File: config.mk
export PLATFORM = sky130hd
export DESIGN_NAME = psg_cmd_writer
export DESIGN_NICKNAME = d
export VERILOG_FILES = /design/src/rtl/psg_cmd_writer.sv
export SDC_FILE = /design/constraint.sdc
export NUM_CORES = 1
export LEC_CHECK = 0
export ABC_AREA = 1
export BUFFER_PORTS_ARGS = -buffer_cell sky130_fd_sc_hd__buf_2
export CAP_MARGIN = 20
export CORE_MARGIN = 4
export CORE_UTILIZATION = 64
export DETAILED_ROUTE_END_ITERATION = 12
export PLACE_DENSITY = 0.89
export SYNTH_ARGS = -nofsm -noshare
export SYNTH_HDL_FRONTEND = slang
export SYNTH_SLANG_ARGS = --single-unit
File: constraint.sdc
create_clock -name clk -period 4.8 [get_ports clk]
set_clock_uncertainty 0.05 [all_clocks]
set_input_delay 0.48 -clock clk [delete_from_list [all_inputs] [get_ports clk]]
set_output_delay 0.48 -clock clk [all_outputs]
set_load 0.03 [all_outputs]
File: src/rtl/psg_cmd_writer.sv
// psg_cmd_writer: queues PSG tone/attenuation commands and writes their bytes over a Z80-style memory bus.
module psg_cmd_writer #(
  parameter logic [7:0] PORT_ADDR = 8'h7F,
  parameter int STROBE_CYCLES = 2,
  parameter int GAP_CYCLES = 2,
  parameter int FIFO_DEPTH = 4
) (
  input  logic        clk,
  input  logic        reset,
  input  logic        cmd_valid,
  output logic        cmd_ready,
  input  logic        cmd_type,
  input  logic [1:0]  cmd_chan,
  input  logic [9:0]  cmd_freq,
  input  logic [3:0]  cmd_atten,
  output logic [15:0] addr,
  output logic [7:0]  data,
  output logic        MREQ_N,
  output logic        WR_N,
  output logic        busy,
  output logic        cmd_err
);
  localparam int AW = $clog2(FIFO_DEPTH);
  localparam logic [1:0] IDLE = 2'd0, SETUP = 2'd1, STROBE = 2'd2, GAP = 2'd3;
  logic [16:0]   mem [FIFO_DEPTH];
  logic [AW-1:0] rd_ptr, wr_ptr;
  logic [AW:0]   count;
  logic [1:0]    state;
  logic [15:0]   tmr;
  logic          pend;
  logic [7:0]    byte1;
  logic          strobe_n;
  logic [16:0]   head;
  logic          accept, push, pop;
  logic [7:0]    head_byte0;
  assign head = mem[rd_ptr];
  assign cmd_ready = count != (AW+1)'(FIFO_DEPTH);
  assign accept = cmd_valid && cmd_ready;
  assign push = accept && cmd_chan != 2'd3;
  assign pop = state == IDLE && count != '0;
  assign head_byte0 = head[16] ? {1'b1, head[15:14], 1'b1, head[3:0]} : {1'b1, head[15:14], 1'b0, head[7:4]};
  assign busy = count != '0 || state != IDLE;
  // one register drives both strobes so they can never skew apart
  assign MREQ_N = strobe_n;
  assign WR_N = strobe_n;
  always_ff @(posedge clk)
    if (push) mem[wr_ptr] <= {cmd_type, cmd_chan, cmd_freq, cmd_atten};
  always_ff @(posedge clk or posedge reset)
    if (reset) begin
      rd_ptr <= '0;
      wr_ptr <= '0;
      count <= '0;
      state <= IDLE;
      tmr <= '0;
      pend <= 1'b0;
      byte1 <= '0;
      strobe_n <= 1'b1;
      addr <= '0;
      data <= '0;
      cmd_err <= 1'b0;
    end else begin
      cmd_err <= accept && cmd_chan == 2'd3;
      if (push) wr_ptr <= wr_ptr + 1'b1;
      if (pop) rd_ptr <= rd_ptr + 1'b1;
      count <= count + (AW+1)'(push) - (AW+1)'(pop);
      case (state)
        IDLE: if (pop) begin
          state <= SETUP;
          addr <= {8'h00, PORT_ADDR};
          data <= head_byte0;
          pend <= !head[16];
          byte1 <= {2'b00, head[13:8]};
        end
        SETUP: begin
          state <= STROBE;
          strobe_n <= 1'b0;
          tmr <= '0;
        end
        STROBE: if (tmr == 16'(STROBE_CYCLES - 1)) begin
          state <= GAP;
          strobe_n <= 1'b1;
          tmr <= '0;
        end else tmr <= tmr + 1'b1;
        default: if (tmr == 16'(GAP_CYCLES - 1)) begin
          state <= pend ? SETUP : IDLE;
          if (pend) data <= byte1;
          pend <= 1'b0;
        end else tmr <= tmr + 1'b1;
      endcase
    end
endmodule
### Word-level counts from Yosys, hierarchy flattened

Memory sizes are Yosys's and may differ from the RTL's.
Index checks and enable logic that the tools add are counted.

| operators by class | value |
|---|---|
| $add $sub $neg | 5 |
| equality and inequality tests | 9 |
| muxes and demuxes | 20 |
| bitwise gates (word level) | 2 |
| reduce and logical (&&, ||, !) cells | 20 |

Operator list:

| cell | count |
|---|---|
| case mux 16 bit (3 select lines) | 1 |
| 2-to-1 mux 16 bit | 2 |
| 2-to-1 mux 8 bit | 3 |
| adder 16 x 1 -> 16 bit, second input constant | 1 |
| equality test 16 x 1 -> 1 bit, second input constant | 1 |
| case mux 8 bit (2 select lines) | 1 |
| nonzero test 2 bit | 4 |
| 2-to-1 mux 1 bit | 6 |
| 2-to-1 mux 2 bit | 3 |
| inequality test 2 bit, second input constant | 3 |
| case mux 2 bit (3 select lines) | 1 |
| AND reduction 2 bit | 3 |
| AND reduction 3 bit | 2 |
| nonzero test 3 bit | 2 |
| 2-to-1 mux 5 bit | 1 |
| adder 2 x 1 -> 2 bit, second input constant | 2 |
| equality test 2 bit, second input constant | 2 |
| logical AND 1 bit | 4 |
| case mux 1 bit (2 select lines) | 2 |
| AND reduction 4 bit | 1 |
| adder 3 x 1 -> 3 bit | 1 |
| inequality test 3 x 1 -> 1 bit, second input constant | 1 |
| inequality test 3 bit, second input constant | 1 |
| subtractor 3 x 1 -> 3 bit | 1 |
| other kinds (6) | 7 |

| storage, ports and cells | value |
|---|---|
| flip-flop bits (word level) | 43 |
| bits in writable memories | 68 |
| bits of input ports | 20 |
| output and inout bits | 29 |
| memories kept | 1 |

Memory list:

| memory | depth | width | read ports | clocked after memory_dff | wr ports | RTL line | source |
|---|---|---|---|---|---|---|---|
| mem | 4 | 17 | 1 | 0 | 1 | 25 | `logic [16:0] mem [FIFO_DEPTH];` |

### Depth between registers and ports, before layout

| logic depth | value |
|---|---|
| depth after elaboration | 5 |
| gate-level depth with buffers | 11 |
| gate-level depth less buffers | 11 |

### Worst setup path after synthesis

Ideal clock, no wire load.

| timing path | value |
|---|---|
| kind | reg2reg |
| start | reg count[1] |
| end | reg count[2] |
| arrival | 2.118 ns |
| data required time | 4.621 ns |
| setup slack | 2.503 ns |
| cell stages (with the launch flop) | 10 |
| path buffers | 0 |
| clock period less this slack | 2.297 ns |
| path through | dfrtp_1 > inv_1 > nand3_1 > o211ai_2 > xnor2_1 > ha_1 > inv_1 > fa_1 > xnor2_1 > xor2_1 |

| on the way | value |
|---|---|
| cells in the longest elaborated chain, start to end | 5 |
| elaborated cells on any way between the ends | 7 |

RTL lines:

| element | RTL line | source |
|---|---|---|
| from (decl) | 27 | `logic [AW:0] count;` |
| from (signal assigned) | 65 | `count <= count + (AW+1)'(push) - (AW+1)'(pop);` |
| inequality test 3 bit | 37 | `assign cmd_ready = count != (AW+1)'(FIFO_DEPTH);` |
| via cmd_ready | 11 | `output logic cmd_ready,` |
| logical AND 1 bit | 38 | `assign accept = cmd_valid && cmd_ready;` |
| logical AND 1 bit | 39 | `assign push = accept && cmd_chan != 2'd3;` |
| adder 3 x 1 -> 3 bit | 65 |  |
| subtractor 3 x 1 -> 3 bit | 65 |  |

The timed path passes the listed nets, and every way through them passes these cells.
A chain may end at the register's enable or synchronous reset.

### Final worst setup path

| timing path | value |
|---|---|
| start | reg state[1] |
| end | reg count[2] |

| on the way | value |
|---|---|
| cells in the longest elaborated chain, start to end | 3 |

RTL lines:

| element | RTL line | source |
|---|---|---|
| from (decl) | 28 | `logic [1:0] state;` |
| from (signal assigned) | 85 | `state <= pend ? SETUP : IDLE;` |
| logical NOT 2 bit | 40 | `assign pop = state == IDLE && count != '0;` |
| logical AND 1 bit | 40 |  |
| subtractor 3 x 1 -> 3 bit | 65 |  |

Every way passes these cells.

==> impl_results.md <==
* Post-synth design cell area at 5340 um2
* Xor-xnor portion of the synthesized cell area at 2.13%
* Via count of the first global-routing pass at 3746
* Clock period minus worst slack at 2910 ps
* Wire length of the first global-routing pass at 17.5 mm
* Number of standard cells in the final layout excluding fillers at 689
* Slew HR at 29.1%
* Largest area contributor in the netlist: sky130_fd_sc_hd__edfxtp_1
* Layout overhead on the synthesized area at 6.32%
* Final-stage net count at 611
* TritonCTS buffer count at 9
* Hold Path Class: input port to async pin
* Vias per cell at 5.52
* Setup CP Type: flop to flop
* Fin crit share at 60.7%
* Crit. End Element: flop
* Chip Width at 99.4 um
* Required time at the worst-slack endpoint at 5040 ps
* Ys flop type: sky130_fd_sc_hd__edfxtp_1
* Post-route setup TNS at 0 ps
* Total routing usage reported by global routing at 22.5%
* Net switching component of the power at 1.47 mW
* Compound-cell area share of the yosys netlist at 7.84%
* Vias after detailed routing at 3802
* Largest net degree at the start of global routing at 44
* Arrival time of the worst setup path at 3150 ps
* Sequence of cells on the critical path: inv_1, ha_1, inv_4, a31oi_4, xnor2_1, ha_1, inv_1, fa_1, xnor2_1, xor2_1
* Number of setup violations in the final report at 0
* Number of antenna violations at the first check in global routing at 0
* Basic-gate share of the synthesized area counting and, or, nand and nor cells at 21.0%
* Multi-input logic area at 1850 um2
* Final WS setup at 1890 ps
* Average wire length per cell after detail routing at 15.2 um
* Comb power frac at 42.4%
* Number of standard cells after synthesis at 553
* Internal power component at 1.86 mW
* Latest clock arrival within the worst-skew pair at 370 ps
* Residual antenna-violating net count after detailed routing at 0
* Max Fanout on Critical Path at 19
* Run status: complete, no violations
* Clock Tree Root: sky130_fd_sc_hd__clkbuf_8
* Worst path max stage delay at 460 ps
* Count of buffers added by post-CTS timing repair for setup at 0
* Remaining Overflow, GRT at 0
* Synth top area cells: sky130_fd_sc_hd__edfxtp_1 38%, sky130_fd_sc_hd__dfrtp_1 20%, sky130_fd_sc_hd__nand2_1 8.6%
* Setup WS pre-CTS at 1940 ps
* Share of layout cells above drive strength 1 at 15.2%
* Sequential cell area in the final layout at 3120 um2
* Number of warnings issued by yosys at 0
* Hold Slack at 177 ps
* Count of different cell masters after synthesis at 36
* Post-CTS Hold Buffers at 0
* H-tree lvl count at 3
* Site Rows at 33
* Final Slew Violations at 0
* Synth Register Bits at 111
* Final weighted congestion in routability-driven placement at 0.910
* Static leakage power at 2.35 nW
* Hold Violations, Final at 0
* Power per Cell Area at 586 nW/um2
* Pin slew with the least headroom to its limit at 1060 ps
* Number of inserted filler cells in the final layout at 594
* Share of async-settable or async-resettable flops after synthesis at 38.7%
* Port Buffers at 39
* Hpwl dp at 7.16 mm
* Area enclosed by the die boundary at 9880 um2
* Floorplan die height at 99.4 um
* TritonCTS Sinks at 111
* Standard cell with the maximum stage delay on the critical path: sky130_fd_sc_hd__a31oi_4
* Detailed-route wire length at 10.5 mm
* Mux cell area share after synthesis at 0%
* Std-Cell Core Area at 8180 um2
* Top achievable clock speed at 0.343 GHz
* Adder-Cell Fraction of Synth Area at 2.95%
* Switching share of total power at 44.2%
* EDFF count, synth at 68
* Count of maximum capacitance violations at 0
* Initial drt markers at 294
* Clock input transition at the sequential cells of the worst setup and hold paths at 110 ps
* Maximum buffer depth of the clock tree at 2
* Part of the total power dissipated in sequential elements at 41.2%
* Effective utilization at floorplan at 65.4%
* Critical Path Source Type: flop
* Worst supply voltage drop on vdd at 0.000359 V
* Most frequently used cell type in the post-synthesis netlist: sky130_fd_sc_hd__nand2_1
* Combinational family with the most area after synthesis: simple AND/OR/NAND/NOR gates
* Clock tree from TritonCTS: done
* Count of unresolved DRC violations after routing at 0
* Number of top-level design ports at 49
* Share of the synthesized area in the top cell type at 38.2%
* Number of optimization iterations in the first detailed-route pass at 5
* Cell count after placement at 673
* Post-synthesis sequential area ratio at 58.4%
* RSZ-0062 raised after global routing: no
* Clock power frac at 16.4%
* Syn avg cell area at 9.66 um2
* Post-CTS sizing at 0
* Diode count at 0
* Cell types with the highest counts after synthesis: 123 x sky130_fd_sc_hd__nand2_1, 86 x sky130_fd_sc_hd__nor2_1, 68 x sky130_fd_sc_hd__edfxtp_1
[worst max-delay path, delay by kind of cell, from the launching register on]
family          cells  cell delay [ps]
compound gates      1              460
xor+xnor            3              540
fa+ha+maj           3              990
buf+inv             3              330
flops               1              450
[sequential cells by signal, summed over array words and instances, names as in the netlist]
signal	count
data	8
pend	1
wr_ptr	2
count	3
addr	1
rd_ptr	2
state	2
cmd_err	1
mem	68
tmr	16
byte1	6
MREQ_N	1
[cell usage in the layout (no fill, tap or decap), types with 9 or more instances in the layout]
cell type and instances:
sky130_fd_sc_hd__nand2_1 123, sky130_fd_sc_hd__o21ai_1 28, sky130_fd_sc_hd__edfxtp_1 68, sky130_fd_sc_hd__nand3_1 27, sky130_fd_sc_hd__nand4_1 9, sky130_fd_sc_hd__clkbuf_8 9, sky130_fd_sc_hd__buf_2 39, sky130_fd_sc_hd__dfrtp_1 42
sky130_fd_sc_hd__inv_1 36, sky130_fd_sc_hd__o21ai_0 28, sky130_fd_sc_hd__ha_1 11, sky130_fd_sc_hd__nor2_1 82, sky130_fd_sc_hd__xor2_1 10, sky130_fd_sc_hd__conb_1 9, sky130_fd_sc_hd__nor2_2 12
[routing by layer]
layer	routed length, um	track usage (%)	vias up
li1	-	-	1856
met1	4270	27.4	1817
met2	5470	39.2	113
met3	515	3.23	16
met4	217	11.3	0
met5	0	0	-
[per-stage QoR]
step	utilization, %	power [mW]	area, um2
final	69.5	3.33	5680
after global routing	69.5	3.57	5680
after CTS	69.5	3.33	5680
after detailed placement	67.1	2.79	5480
after global placement	67.1	2.72	5480
after floorplan	-	2.50	5370
[power by group through the flow]
stage | registers [mW] | clock network [mW] | logic (mW)
2_1_floorplan | 1.42 | 0 | 1.08
3_3_place_gp | 1.38 | 0 | 1.34
3_5_place_dp | 1.39 | 0 | 1.40
4_1_cts | 1.37 | 0.547 | 1.41
5_1_grt | 1.39 | 0.591 | 1.58
6_report | 1.37 | 0.545 | 1.41
[layout make-up]
cell class	instances	share of cell area, %
sequential	111	54.9
multi-input combinational	373	32.6
timing repair buffer	41	3.70
inverter	43	2.97
tap	105	2.31
clock buffer	9	2.18
clock inverter	7	1.30
[cells by family after synthesis]
kind of cell | Yosys count
adder cells (fa/ha/maj) | 12
AND/OR/NAND/NOR | 265
XOR/XNOR | 13
buffers and inverters | 77
AO/OA/AOI/OAI | 74
other | 1
flip-flops | 111
[path summary, 6_finish.rpt]
check / startpoint / to / slack (ps) / depth (start not counted)
setup / recovery: state[1] / count[2] / 1890 / 10
hold / removal: reset / tmr[13] / 180 / 3
setup reg to reg: state[1] / count[2] / 1890 / 10
hold reg to reg: MREQ_N / MREQ_N / 440 / 2
max in group asynchronous: reset / byte1[0] / 4140 / 3
min in group clk: cmd_atten[2] / mem[2][2] / 260 / 1
Power figures use the tool's default switching activity.
